[src/rtl/branch_pkg.sv]
// ============================================================================
// Module : branch_pkg
// Shared opcodes, BHT counter encoding and helpers for the branch unit.
// Revision: 1.0
// ============================================================================
`default_nettype none

package branch_pkg;

  localparam logic [4:0] OP_BEQZ = 5'b01100;
  localparam logic [4:0] OP_BNEZ = 5'b01101;
  localparam logic [4:0] OP_BLTZ = 5'b01110;
  localparam logic [4:0] OP_BGEZ = 5'b01111;

  typedef enum logic [1:0] {
    SNT = 2'b00,
    WNT = 2'b01,
    WT  = 2'b10,
    ST  = 2'b11
  } bht_state_t;

  localparam bht_state_t BHT_RST = WNT;

  function automatic logic is_branch_op(input logic [4:0] op);
    return (op == OP_BEQZ) || (op == OP_BNEZ) || (op == OP_BLTZ) || (op == OP_BGEZ);
  endfunction

  function automatic logic bht_predicts_taken(input bht_state_t s);
    return (s == WT) || (s == ST);
  endfunction

  // Saturating up/down step of a 2-bit counter.
  function automatic bht_state_t bht_train(input bht_state_t s, input logic taken);
    case (s)
      SNT:     return taken ? WNT : SNT;
      WNT:     return taken ? WT  : SNT;
      WT:      return taken ? ST  : WNT;
      default: return taken ? ST  : WT;
    endcase
  endfunction

endpackage

`default_nettype wire

[src/rtl/branch_cond_eval.sv]
// ============================================================================
// Module : branch_cond_eval
// Combinational BEQZ/BNEZ/BLTZ/BGEZ decode and condition evaluation.
// Revision: 1.0
// ============================================================================
`default_nettype none

module branch_cond_eval
  import branch_pkg::*;
#(
  parameter int DATA_W = 16
) (
  input  logic [4:0]        opcode_i,
  input  logic [DATA_W-1:0] rs_i,
  output logic              is_branch_o,
  output logic              taken_o
);

  assign is_branch_o = is_branch_op(opcode_i);

  always_comb begin
    taken_o = 1'b0;
    case (opcode_i)
      OP_BEQZ: taken_o = (rs_i == '0);
      OP_BNEZ: taken_o = (rs_i != '0);
      OP_BLTZ: taken_o = rs_i[DATA_W-1];
      OP_BGEZ: taken_o = ~rs_i[DATA_W-1];
      default: taken_o = 1'b0;
    endcase
  end

endmodule

`default_nettype wire

[src/rtl/branch_predict_unit.sv]
// ============================================================================
// Module : branch_predict_unit
// Branch resolve plus PC-indexed 2-bit BHT predictor; statistics counters
// exist only when BRANCH_STATS_EN is defined.
// Revision: 1.0
// ============================================================================
`default_nettype none

module branch_predict_unit
  import branch_pkg::*;
#(
  parameter int PC_W   = 16,
  parameter int DATA_W = 16,
  parameter int IDX_W  = 4,
  parameter int STAT_W = 16
) (
  input  logic              clk,
  input  logic              rst_n,
  input  logic              pred_valid,
  input  logic [PC_W-1:0]   pred_pc,
  input  logic [4:0]        pred_opcode,
  output logic              pred_taken,
  input  logic              res_valid,
  input  logic [PC_W-1:0]   res_pc,
  input  logic [4:0]        res_opcode,
  input  logic [DATA_W-1:0] res_rs,
  input  logic              res_pred_taken,
  output logic              res_taken,
  output logic              mispredict,
  input  logic              stat_clr,
  output logic [STAT_W-1:0] stat_branches,
  output logic [STAT_W-1:0] stat_mispred
);

  localparam int ENTRIES = 1 << IDX_W;

  bht_state_t       bht_q [ENTRIES];
  bht_state_t       bht_wr_d;
  logic [IDX_W-1:0] pred_idx;
  logic [IDX_W-1:0] res_idx;
  logic             res_is_branch;
  logic             res_cond;
  logic             train;

  // Halfword-aligned instructions: bit 0 of the PC carries no information.
  assign pred_idx = pred_pc[IDX_W:1];
  assign res_idx  = res_pc[IDX_W:1];

  branch_cond_eval #(
    .DATA_W (DATA_W)
  ) u_cond (
    .opcode_i    (res_opcode),
    .rs_i        (res_rs),
    .is_branch_o (res_is_branch),
    .taken_o     (res_cond)
  );

  assign train      = res_valid & res_is_branch;
  assign res_taken  = train & res_cond;
  assign mispredict = train & (res_taken != res_pred_taken);
  assign pred_taken = pred_valid & is_branch_op(pred_opcode)
                    & bht_predicts_taken(bht_q[pred_idx]);

  assign bht_wr_d = bht_train(bht_q[res_idx], res_taken);

  // Lookups read bht_q directly, so a same-cycle write is not bypassed.
  always_ff @(posedge clk or negedge rst_n) begin
    if (!rst_n) begin
      for (int i = 0; i < ENTRIES; i++) bht_q[i] <= BHT_RST;
    end else if (train) begin
      bht_q[res_idx] <= bht_wr_d;
    end
  end

`ifdef BRANCH_STATS_EN
  logic [STAT_W-1:0] stat_branches_q, stat_branches_d;
  logic [STAT_W-1:0] stat_mispred_q,  stat_mispred_d;

  always_comb begin
    stat_branches_d = stat_branches_q;
    stat_mispred_d  = stat_mispred_q;
    if (stat_clr) begin
      stat_branches_d = '0;
      stat_mispred_d  = '0;
    end else begin
      if (train && (stat_branches_q != '1))
        stat_branches_d = stat_branches_q + STAT_W'(1);
      if (mispredict && (stat_mispred_q != '1))
        stat_mispred_d = stat_mispred_q + STAT_W'(1);
    end
  end

  always_ff @(posedge clk or negedge rst_n) begin
    if (!rst_n) begin
      stat_branches_q <= '0;
      stat_mispred_q  <= '0;
    end else begin
      stat_branches_q <= stat_branches_d;
      stat_mispred_q  <= stat_mispred_d;
    end
  end

  assign stat_branches = stat_branches_q;
  assign stat_mispred  = stat_mispred_q;

  logic unused_ok;
  assign unused_ok = ^{pred_pc, res_pc};
`else
  assign stat_branches = '0;
  assign stat_mispred  = '0;

  logic unused_ok;
  assign unused_ok = ^{pred_pc, res_pc, stat_clr};
`endif

endmodule

`default_nettype wire

[config.mk]
export PLATFORM = sky130hd
export DESIGN_NAME = branch_predict_unit
export DESIGN_NICKNAME = d
export VERILOG_FILES = /design/src/rtl/branch_pkg.sv /design/src/rtl/branch_cond_eval.sv /design/src/rtl/branch_predict_unit.sv
export SDC_FILE = /design/constraint.sdc
export NUM_CORES = 1
export LEC_CHECK = 0
export CAP_MARGIN = 20
export CORE_MARGIN = 2
export CORE_UTILIZATION = 34
export DETAILED_ROUTE_END_ITERATION = 8
export PLACE_DENSITY_LB_ADDON = 0.05
export SYNTH_ARGS = -nofsm -noshare
export SYNTH_HDL_FRONTEND = slang
export SYNTH_SLANG_ARGS = --single-unit
[constraint.sdc]
create_clock -name clk -period 2.7 [get_ports clk]
set_input_delay 0.405 -clock clk [delete_from_list [all_inputs] [get_ports clk]]
set_output_delay 0.405 -clock clk [all_outputs]
set_load 0.05 [all_outputs]
==> metrics.cfg <==
[cts]
clock_sinks=32
cts_tree=yes
clockBufferDepth=2
cts_hold_buf=0
clk_pin_slew_worst_paths_ns=0.06
cts_made_buffers=5
htree_levels=2
cts-root-buf=clkbuf_8
postCtsSetupBuffers=0
clk_latency_ns=0.28

[global_routing]
grtUsageTotal_pct=14.0
grt_pass1_vias=1362
grt-ovfl-total=0
antenna_found_initial=0
grt_pass1_wl_mm=6.75
grt_max_degree=33

[logic_synthesis]
ys.warnings.count=0
ys_top_cells_by_count=buf_4 (32), mux2_2 (32), dfrtp_1 (16), dfstp_2 (16), nor2_1 (12)
ys_types=29
mappedNetlistArea_sq_mm=0.00210
syn_avg_cell_area_sq_um=12.2
synth_top_area_share_pct=20.1
seq_area_frac_synth_pct=39.2
synth_seq_cells=32
synth-async-reset-ratio_pct=100
synth-main-ff-cell=dfstp_2
synth_edf_count=0
netlist_instances=172
synth_area_leaders=dfstp_2 (20%), dfrtp_1 (19%), mux2_2 (17%), mux4_2 (12%), buf_4 (11%)
synth_top_cell_by_area=dfstp_2

[final_layout]
final_core_util_pct=43.5
top_register=bht_q
reg_top3=bht_q x32
areaGrowthSynthToFinish_pct=23.6
final_cells=295
fillCellCount=565
nNetsFinal=284
drive_gt1_share_pct=35.9
antenna_cells=0
largest_reg_flops=32

[pwr]
intPower_mw=0.736
p_sw_share_pct=29.4
clkPwrFrac_pct=32.3
power_density_mw_per_mm2=402
seqPwrFrac_pct=46.6
vdd.ir_drop.worst_mv=0.278
combPwrFrac_pct=21.2
p_leak_nw=1.11
switchingPower_mw=0.306

[routing]
vias=1418
drt_first_iter_violations=63
ant_nets=0
viasPerCell=4.81
first_pass_iters=4
drc=0
wire_per_inst_microns=15.7
routed_wl_mm=4.62

[worst_setup_path]
end_kind=output port
start_kind=primary input
required_ns=2.30
critPathKind=primary input to output port
worstRegToRegCells=5
critPathMaxFanout=2
crit_arrival_ns=2.14

[sta]
period_share_pct=94.4
finalCriticalPeriod_ns=2.55
hold_ws_ns=0.524
fmax_ghz=0.392
hold_violations=0
setup_viol=0
drv_slew=0
rsz0062_at_grt=false
finalSetupTns_ns=0
fin_skew_ns=0.00518

[placement]
dp_hpwl_mm=3.65
portBuffers=39
place_congestion=0.833
post-place-cells=288

[die]
initial_utilization_pct=35.2
die_y_microns=82.5
core_sq_mm=0.00596
fp.dieW_microns=82.5
die_area_sq_mm=0.00681
fp-row-count=28
io_pins=99

[flow_run]
drv_cap=0

[min_path]
hold_class=primary input to async pin

[status]
outcome=complete, no violations

[path summary, 6_finish.rpt]
check                           slack, ns                     to             startpoint
worst max-delay path                 0.15             mispredict             res_rs[15]
worst min-delay path                 0.52  bht_q[21]$_DFFE_PN0P_                  rst_n
worst max register to register       0.65  bht_q[21]$_DFFE_PN0P_  bht_q[25]$_DFFE_PN0P_
worst min register to register       0.53  bht_q[17]$_DFFE_PN0P_  bht_q[17]$_DFFE_PN0P_
max in group asynchronous            1.84  bht_q[28]$_DFFE_PN1P_                  rst_n
min in group clk                     0.53  bht_q[17]$_DFFE_PN0P_  bht_q[17]$_DFFE_PN0P_
[kinds of logic after synthesis]
| group | after synthesis | synth area share (%) |
|---|---|---|
| AOI/OAI and AO/OA | 2 | 0.955 |
| xor gates and xnor gates | 2 | 0.836 |
| adders and majority gates | 2 | 1.07 |
| buffers and inverters | 38 | 13.7 |
| DFF | 32 | 39.2 |
| muxes | 46 | 32.0 |
| other | 1 | 0.179 |
| and+or+nand+nor | 49 | 12.1 |
[metrics by stage]
step	setup slack [ns]	instance area (sq um)	power, mW
after floorplan	0.0748	2210	0.665
after global placement	-0.0995	2510	0.713
after detailed placement	-0.101	2510	0.714
after CTS	0.0831	2590	1.06
after global routing	0.0234	2590	1.09
final	0.152	2590	1.04
[power groups by stage]
stage	clock network, mW	registers, mW	logic [mW]
floorplan	0	0.493	0.172
global placement	0	0.493	0.220
detailed placement	0	0.493	0.221
CTS	0.349	0.485	0.221
global route	0.370	0.485	0.236
finish	0.336	0.485	0.221
[layer usage]
metal	global-route usage (%)	wire (microns)	part of all wire (%)	vias to the layer above
li1	-	-	-	655
met1	17.4	2030	44	684
met2	23.9	2140	46	74
met3	3.04	374	8.1	5
met4	5.41	70	1.5	0
met5	0	0	0	-
[cell usage in the layout (no fill, tap or decap)]
cell              n
and3_1            1
maj3_2            2
or3_1             2
conb_1           32
buf_4             7
nor4_1            4
xnor2_1           2
nor2_1           12
nand2_1          11
mux2i_1           1
and4b_1           1
buf_12            3
mux4_2           11
and4_1            2
nand2b_1          3
clkbuf_8          5
o21a_1            1
dlygate4sd2_1     1
clkbuf_1          2
nand4b_1          1
mux2_2           32
nand3b_1          1
nand4_1           2
nor3_1            2
a22oi_2           1
nand3_1           4
mux4_1            2
dfrtp_1          16
dfstp_2          16
nor2b_1           3
buf_6             2
clkdlybuf4s50_1  35
[timing repair]
| item | 4_1_cts | 5_1_grt |
|---|---|---|
| hold endpoints to repair | 0 | 0 |
| setup endpoints to repair | 1 | 0 |
| gates resized for setup | 3 | 0 |
[critical path, cell delays in order]
cell and delay [ns]:
clkdlybuf4s50_1 0.44, nor4_1 0.30, nand4_1 0.14, o21a_1 0.22
xnor2_1 0.14, xnor2_1 0.12, nor2_1 0.20, buf_12 0.17
[layout make-up]
class | instances | area, sq um | share of cell area (%)
clock buffer | 7 | 76.3 | 2.95
multi-input combinational | 133 | 1100 | 42.7
sequential | 32 | 821 | 31.7
tap | 75 | 93.8 | 3.62
timing repair buffer | 48 | 494 | 19.1
No activity file was read; power rests on OpenSTA's default activity.
